===== config.mk =====
export PLATFORM = sky130hd
export DESIGN_NAME = sdi_tx_encoder
export DESIGN_NICKNAME = d
export VERILOG_FILES = /design/src/rtl/sdi_tx_encoder.sv
export SDC_FILE = /design/constraint.sdc
export NUM_CORES = 1
export LEC_CHECK = 0
export ABC_AREA = 1
export ABC_CLOCK_PERIOD_IN_PS = 32400
export CAP_MARGIN = 20
export CORE_ASPECT_RATIO = 0.75
export CORE_MARGIN = 2
export CORE_UTILIZATION = 50
export DETAILED_ROUTE_END_ITERATION = 6
export PLACE_DENSITY = 0.69
export SLEW_MARGIN = 20
export SYNTH_ARGS = -nofsm -noshare
export SYNTH_HDL_FRONTEND = slang
export SYNTH_SLANG_ARGS = --single-unit

===== constraint.sdc =====
create_clock -name clk_400_000 -period 32.4 [get_ports clk_400_000]
set_input_delay 9.72 -clock clk_400_000 [delete_from_list [all_inputs] [get_ports clk_400_000]]
set_output_delay 9.72 -clock clk_400_000 [all_outputs]
set_load 0.005 [all_outputs]

===== src/rtl/sdi_tx_encoder.sv =====
// SD/HD-SDI transmit encoder: SMPTE x^9+x^4+1 self-synchronizing scrambler
// followed by NRZI, bit-serial LSB first over each 10-bit video word.
// HD/3G/reserved (and SD with bypass) emit the encoded word in the low 10 bits
// of the 20-bit transceiver word. SD with replication repeats every encoded
// bit 11 times through a bit FIFO drained 20 bits per clock.
// In SD mode the tx_ce[0] cadence is checked for 5/6-clock spacing.
// tx_ce_align_err = held cadence verdict OR a one-clock FIFO fault
// (underflow or dropped word).
module sdi_tx_encoder #(
    parameter int FIFO_BITS = 256
) (
    input  logic        clk_400_000,
    input  logic        RESET,
    input  logic [1:0]  tx_mode,
    input  logic [2:0]  tx_ce,
    input  logic        tx_din_rdy,
    input  logic [9:0]  tx_video_a_y_in,
    input  logic        tx_sd_bitrep_bypass,
    output logic [19:0] tx_txdata,
    output logic        tx_ce_align_err
);

    localparam int CW = $clog2(FIFO_BITS + 1) + 1;
    localparam logic [CW-1:0] POP_BITS = CW'(20);
    localparam logic [CW-1:0] REP_BITS = CW'(110);
    localparam logic [CW-1:0] CAP_BITS = CW'(FIFO_BITS);

    // Encoder state
    logic [8:0]           r_scr;        // r_scr[0] is the oldest scrambled bit
    logic                 r_nrzi;       // last NRZI output bit
    logic [19:0]          r_txdata;
    // Replication FIFO, bit 0 is the oldest bit
    logic [FIFO_BITS-1:0] r_fifo;
    logic [CW-1:0]        r_count;
    logic                 r_fifo_err;
    // Mode tracking and cadence checker
    logic [2:0]           r_cfg;
    logic [3:0]           r_cad_cnt;
    logic                 r_cad_seen;
    logic                 r_cad_err;

    logic                 w_accept;
    logic                 w_sd;
    logic                 w_rep;
    logic                 w_cfg_chg;
    logic [18:0]          w_s_ext;      // w_s_ext[j] = s_(j-9) relative to this word
    logic [9:0]           w_enc;
    logic                 w_nrzi_run;
    logic [FIFO_BITS-1:0] w_rep_bits;
    logic [FIFO_BITS-1:0] w_fifo_pre;
    logic [FIFO_BITS-1:0] w_fifo_pop;
    logic [FIFO_BITS-1:0] w_fifo_next;
    logic [CW-1:0]        w_count_pre;
    logic [CW-1:0]        w_count_pop;
    logic [CW-1:0]        w_count_next;
    logic                 w_pop;
    logic                 w_ovf;
    logic                 w_push;
    logic [3:0]           w_cad_cnt_pre;
    logic                 w_cad_seen_pre;
    logic [3:0]           w_interval;
    logic                 w_cad_bad;

    assign w_accept  = tx_ce[0] & tx_din_rdy;
    assign w_sd      = (tx_mode == 2'b01);
    assign w_rep     = w_sd & ~tx_sd_bitrep_bypass;
    // Any change of mode or bypass restarts the FIFO and the cadence checker
    assign w_cfg_chg = ({tx_mode, tx_sd_bitrep_bypass} != r_cfg);

    // Bit-serial scramble then NRZI of the incoming word, chained through history
    always_comb begin
        w_s_ext    = {10'b0, r_scr};
        w_enc      = '0;
        w_nrzi_run = r_nrzi;
        for (int n = 0; n < 10; n++) begin
            w_s_ext[n+9] = tx_video_a_y_in[n] ^ w_s_ext[n+5] ^ w_s_ext[n];
            w_enc[n]     = w_s_ext[n+9] ^ w_nrzi_run;
            w_nrzi_run   = w_enc[n];
        end
    end

    // Expand each encoded bit i into stream positions 11i..11i+10
    always_comb begin
        w_rep_bits = '0;
        for (int i = 0; i < 10; i++) begin
            w_rep_bits[11*i +: 11] = {11{w_enc[i]}};
        end
    end

    // FIFO next state: pop from pre-push content, then append at the new tail
    always_comb begin
        w_count_pre  = w_cfg_chg ? '0 : r_count;
        w_fifo_pre   = w_cfg_chg ? '0 : r_fifo;
        w_pop        = (w_count_pre >= POP_BITS);
        w_count_pop  = w_pop ? (w_count_pre - POP_BITS) : w_count_pre;
        w_fifo_pop   = w_pop ? (w_fifo_pre >> 20) : w_fifo_pre;
        w_ovf        = w_accept & ((w_count_pop + REP_BITS) > CAP_BITS);
        w_push       = w_accept & ~w_ovf;
        w_fifo_next  = w_push ? (w_fifo_pop | (w_rep_bits << w_count_pop)) : w_fifo_pop;
        w_count_next = w_push ? (w_count_pop + REP_BITS) : w_count_pop;
    end

    // Cadence interval measured at the current clock
    always_comb begin
        w_cad_cnt_pre  = w_cfg_chg ? 4'd0 : r_cad_cnt;
        w_cad_seen_pre = w_cfg_chg ? 1'b0 : r_cad_seen;
        w_interval     = w_cad_cnt_pre + 4'd1;
        w_cad_bad      = !((w_interval == 4'd5) || (w_interval == 4'd6)) || (tx_ce != 3'b111);
    end

    // Scrambler/NRZI history advances on every accepted word, dropped or not
    always_ff @(posedge clk_400_000 or posedge RESET) begin
        if (RESET) begin
            r_scr  <= '0;
            r_nrzi <= 1'b0;
            r_cfg  <= '0;
        end else begin
            r_cfg <= {tx_mode, tx_sd_bitrep_bypass};
            if (w_accept) begin
                r_scr  <= w_s_ext[18:10];
                r_nrzi <= w_enc[9];
            end
        end
    end

    // Output word and FIFO: replicated stream in SD, direct word otherwise
    always_ff @(posedge clk_400_000 or posedge RESET) begin
        if (RESET) begin
            r_txdata   <= '0;
            r_fifo     <= '0;
            r_count    <= '0;
            r_fifo_err <= 1'b0;
        end else if (w_rep) begin
            r_fifo     <= w_fifo_next;
            r_count    <= w_count_next;
            r_txdata   <= w_pop ? w_fifo_pre[19:0] : 20'd0;
            r_fifo_err <= ~w_pop | w_ovf;
        end else begin
            r_fifo     <= '0;
            r_count    <= '0;
            r_fifo_err <= 1'b0;
            if (w_accept) begin
                r_txdata <= {10'b0, w_enc};
            end
        end
    end

    // Cadence checker: verdict registered at each pulse and held until the next
    always_ff @(posedge clk_400_000 or posedge RESET) begin
        if (RESET) begin
            r_cad_cnt  <= '0;
            r_cad_seen <= 1'b0;
            r_cad_err  <= 1'b0;
        end else if (!w_sd) begin
            r_cad_cnt  <= '0;
            r_cad_seen <= 1'b0;
            r_cad_err  <= 1'b0;
        end else if (tx_ce[0]) begin
            r_cad_cnt  <= '0;
            r_cad_seen <= 1'b1;
            r_cad_err  <= w_cad_seen_pre & w_cad_bad;
        end else begin
            r_cad_cnt  <= (w_cad_cnt_pre == 4'd14) ? 4'd14 : w_cad_cnt_pre + 4'd1;
            r_cad_seen <= w_cad_seen_pre;
            r_cad_err  <= w_cfg_chg ? 1'b0 : r_cad_err;
        end
    end

    assign tx_txdata       = r_txdata;
    assign tx_ce_align_err = r_cad_err | r_fifo_err;

endmodule


==> Word level (Yosys, flattened, before mapping) <==
Cells that the tools add are included.
{ "op_classes": {"reduce_logical": 4, "addsub": 3, "magnitude_cmp": 2, "n_mux": 22, "n_eq_ne": 7, "shifts": 1, "bitwise": 41} }
{ "ops": {"columns": ["operator", "n"], "rows": [
  ["$mux 256", 4],
  ["$or 256x256->256", 1],
  ["$shl 110x10->256", 1],
  ["$mux 20", 3],
  ["$mux 10", 4],
  ["$xor 1x1->1", 30],
  ["$mux 4", 4],
  ["$add 10x7->10 const B", 1],
  ["$ge 10x5->1 const B", 1],
  ["$gt 10x9->1 const B", 1],
  ["$sub 10x5->10 const B", 1],
  ["$eq 4x3->1 const B", 2],
  ["$mux 1", 7],
  ["$and 1x1->1", 5],
  ["$add 4x1->4 const B", 1],
  ["$eq 4x4->1 const B", 1],
  ["$ne 3x2->1 const B", 1],
  ["$ne 3x3->1", 1],
  ["$ne 3x3->1 const B", 1],
  ["$not 1->1", 3],
  ["$eq 2x1->1 const B", 1],
  ["$logic_or 1x1->1", 2],
  ["$or 1x1->1", 2],
  ["$reduce_bool 2->1", 1],
  ["$logic_not 1->1", 1]
]} }
{ "totals": {"register_bits": 306, "inputBits": 19, "wordCells": 90} }

==> Depth between registers and ports, before layout <==
{ "depth": {"depth_word": 16, "depth_mapped": 35, "depth_no_buf": 34} }

==> Least setup slack after synthesis <==
OpenSTA, ideal clock, no wires.
{ "synth_timing": {"path_type": "input to register", "start": "input port tx_mode[0]", "end": "register r_fifo[192]", "cell_stages": 33, "required_time_ns": 32.322, "setup_ns": 0.078, "path_slack_ns": 17.711, "t_arrival_ns": 14.611, "path_buffers": 7, "cell_sequence": "xnor2_1 -> nand3_2 -> inv_2 -> clkbuf_1 -> clkbuf_1 -> buf_1 -> nand2_1 -> ha_1 -> inv_1 -> nand2_1 -> nand2_1 -> nor2_1 -> nand2_2 -> nand2_1 -> nand2_2 -> clkbuf_1 -> clkbuf_1 -> buf_1 -> ha_1 -> inv_1 -> o21ai_1 -> nand3_1 -> xor2_1 -> nor3_1 -> nand2_1 -> a21oi_2 -> nand3_4 -> nor2_4 -> nand2_4 -> clkinv_2 -> buf_4 -> nand3_1 -> a21oi_1"} }
{ "synth_between": {"elab_chain_len": 11} }
{ "synth_lines": {"columns": ["element", "line_no", "rtl"], "rows": [
  ["start, declared", "14", "input logic [1:0] tx_mode,"],
  ["$ne 3x3->1", "68", "assign w_cfg_chg = ({tx_mode, tx_sd_bitrep_bypass} != r_cfg);"],
  ["$mux 10", "92", "w_count_pre = w_cfg_chg ? '0 : r_count;"],
  ["$sub 10x5->10 / $ge 10x5->1 (equally long branches)", "95, 94", null],
  ["$mux 10", "95", "w_count_pop = w_pop ? (w_count_pre - POP_BITS) : w_count_pre;"],
  ["$add 10x7->10", "97", "w_ovf = w_accept & ((w_count_pop + REP_BITS) > CAP_BITS);"],
  ["$gt 10x9->1", "97", null],
  ["$and 1x1->1", "97", null],
  ["$not 1->1", "98", "w_push = w_accept & ~w_ovf;"],
  ["$and 1x1->1", "98", null],
  ["$mux 256", "99", "w_fifo_next = w_push ? (w_fifo_pop | (w_rep_bits << w_count_pop)) : w_fifo_pop;"],
  ["$mux 256 (*)", "133", "end else if (w_rep) begin"],
  ["end signal, assigned", "134", "r_fifo <= w_fifo_next;"],
  ["end, declared", "33", "logic [FIFO_BITS-1:0] r_fifo;"]
]} }
Mark *: on every way between the ends. The rest lies on a longest branch, timed or not.
A chain may end at the register's enable or synchronous reset.

==> Worst setup path in the final report <==
{ "layout_timing": {"start": "input port tx_mode[1]", "end": "register r_fifo[236]"} }
Same word-level chain as after synthesis.

==> impl_results.md <==
- Largest family of logic cells by synthesized area: simple AND/OR/NAND/NOR gates
- Syn_area_per_cell: 6.12 um^2
- Worst hold stages: 2
- RSZ-0062 raised after global routing: false
- Gr usage total: 0.367
- Final slew viol count: 0
- Max frequency: 55.5 MHz
- Drt wl/cell: 21.2 um
- CP max-delay cell: nor2_4
- Initial DRC Count: 4,270
- Final ANT Viol Nets: 0
- Cell row count: 68
- Clk_lat worst skew: 0.55 ns
- Setup_tns: 0 ns
- Hold_sp: r_scr[2]
- Final nets: 3,619
- Ys flop type: dfrtp_1
- Post-cts repair resize count: 0
- Adder-cell share of the synthesized area: 0.00326
- Setup-violating endpoint count in the final report: 0
- Top-level I/O count: 40
- Post-DP HPWL: ~61,000 um
- Critical Path RT: 32.86 ns
- Met2 Resource Use GR: 0.519
- H-tree depth: 2
- Fillers: 4,757
- Die Y: roughly 190 um
- DRC violations left: 0
- Hold_buf cts: 0
- Register area share after synthesis: 0.332
- Setup repair bufs after CTS: 0
- Clock Tree Root: clkbuf_16
- Max Cap Viol: 0
- DRT Pass-1 Iters: 6
- Clk_skew: 0.0220 ns
- Worst reg2reg path depth: 29
- Layout cells sized above 1: 0.0440
- GP Congestion: between 1 and 1.5
- M3 GR Usage: 0.0772
- Post-Synth Simple-Gate Area: 0.390
- Status: finished clean
- Vias: 25,500
- Clock Sinks: 306
- Post-synth EDFFs: 0
- Critical path startpoint: tx_mode[1]
- Yosys warnings: 0
- Async SR Flop Fraction: 1.00
- CP most frequent cell: nand2_1
- Drt total wl: ~89,000 um
- Final antenna diode count: 0
- Worst-Margin Slew: ~1.3 ns
- GRT Residual Overflow: 0
- Crit path time final: 18.02 ns
- Worst Hold Class: reg -> reg
- Max Root-Sink Buffers: 3
- Die area: 47,800 um^2
- Setup crit start kind: primary input
- Reg clk slew, reported paths: 0.07 ns
- Critical path class: in -> reg
- Post-synthesis mux area share: 0.00228
- CTS Buf Count: 35
- Largest net degree at the start of global routing: 146
- Starting density of the core: 0.503
- Met1 Resource Use GR: 0.563
- Arrival time of the worst setup path: 18.48 ns
- Worst r2r src: r_cfg[2]
- Synth Area in XOR/XNOR: 0.0121
- Top Usage Layer GRT: met1
- Cell Area, Synth: 23,000 um^2
- Die W: around 250 um
- CTS tree: built
- Slew margin rel.: 0.108
- Gate count after technology mapping: 3,764
- Crit. End Element: register
- Vias/cell: 6.05
- Netlist cell types: 54
- Period utilisation layout: 0.556
- Design area: between 20,000 and 25,000 um^2
- Post-DP Area: 23,400 um^2
- Placeable Area: 45,800 um^2
- Hold_ws: 0.504 ns
- Final count of hold timing violations: 0
- Initial antenna violation count: 1
- Port Buffers: 39
- FF+latch count, synth: 306
- Slowest stage delay, CP: 0.96 ns
- CP max FO: 145
- Vias in the first global route: about 23,000
- Layout area overhead: 6.68%
- Compound-Gate Fraction of Synth Area: 0.181
- Mapped Nets: 3,789
- Global-route wire length before repair: 137,000 um
## cells in the mapped netlist (5+ instances only)
cell type  count  area (um^2)
nand2_1     1453         5450
nand3_1      470         2350
a21oi_1      326         1630
dfrtp_1      306         7660
o21ai_0      289         1450
clkbuf_1     198          743
nor2_1       186          698
inv_1        168          631
a31oi_1       69          432
buf_1         49          184
or2_2         27          169
o211ai_1      21          158
buf_2         20          100
xor2_1        19          166
buf_4         15          113
nor3_1        14         70.1
a22oi_1       12         90.1
xnor2_1       11         96.3
inv_2          9         33.8
o21ai_1        9         45.0
o22ai_1        8         50.1
a41oi_1        6         52.6
ha_1           6         75.1
nand4_1        6         37.5
a21o_1         5         37.5
nand2_2        5         31.3
o21a_1         5         37.5
## layout make-up
class / count / area [um^2] / area share
sequential: 306 / 7660 / 0.312
timing repair buffer: 76 / 681 / 0.0277
clock buffer: 49 / 1020 / 0.0415
tap: 595 / 744 / 0.0303
multi-input combinational: 2995 / 13600 / 0.554
inverter: 180 / 711 / 0.0289
clock inverter: 11 / 155 / 0.00631
## cells by family (layout without fill, tap and decap cells)
family	count (synthesis)	count (layout)
mux	5	5
simple gates	2181	2181
buf+inv	463	316
compound gates	772	772
xor+xnor	31	31
fa+ha+maj	6	6
flops	306	306
## state kept, by name, indices dropped and copies added, names as in the netlist
| signal | count |
|---|---|
| r_cad_cnt | 4 |
| r_cad_seen | 1 |
| r_nrzi | 1 |
| r_cfg | 3 |
| r_fifo | 256 |
| r_fifo_err | 1 |
| tx_txdata | 20 |
| r_count | 10 |
| r_scr | 9 |
| r_cad_err | 1 |
## path summary, 6_finish.rpt
check	end	slack, ns
setup / recovery	r_fifo[236]	14.38
hold / removal	r_scr[2]	0.50
setup reg to reg	r_fifo[236]	23.68
hold reg to reg	r_scr[2]	0.50
max in group asynchronous	r_fifo[254]	20.50
min in group asynchronous	r_cfg[1]	9.75
## worst max-delay path, delay by kind of cell
family	cells	cell delay, ns
adders and majority gates	1	0.17
buffers and inverters	9	3.95
and+or+nand+nor	14	3.30
xor gates and xnor gates	2	0.38
AOI/OAI and AO/OA	4	0.76
## stage by stage
step                      std cells  setup slack [ns]   util
after detailed placement       4152             14.11  0.511
after global routing           4212             13.88  0.537
after floorplan                3764             14.22      -
final                          4212             14.38  0.537
after CTS                      4212             14.66  0.537
after global placement         4152             14.25  0.511
## metal layers
| metal | up-vias | wire length [um] |
|---|---|---|
| met1 | 11800 | 40400 |
| met3 | 161 | 9920 |
| li1 | 12000 | - |
| met2 | 1457 | 36500 |
| met5 | - | 11 |
| met4 | 2 | 2500 |
## placed cells by master, fill, tap and decap left out, types with 6 or more instances in the layout
cell type	count
clkbuf_16	37
ha_1	6
nand3_1	470
nand4_1	6
a41oi_1	6
nand2_1	1453
o22ai_1	8
nor2_4	6
a21oi_1	326
clkdlybuf4s50_1	39
inv_1	165
buf_4	36
clkinv_2	9
clkbuf_1	7
o21ai_0	289
xor2_1	19
a22oi_1	12
o211ai_1	21
o21ai_1	9
dfrtp_1	306
or2_2	27
nor2_1	184
a31oi_1	69
nor3_1	14
xnor2_1	11
Power is not shown: default switching activity piles up to over one toggle a cycle in this logic, so the estimate is an artifact.
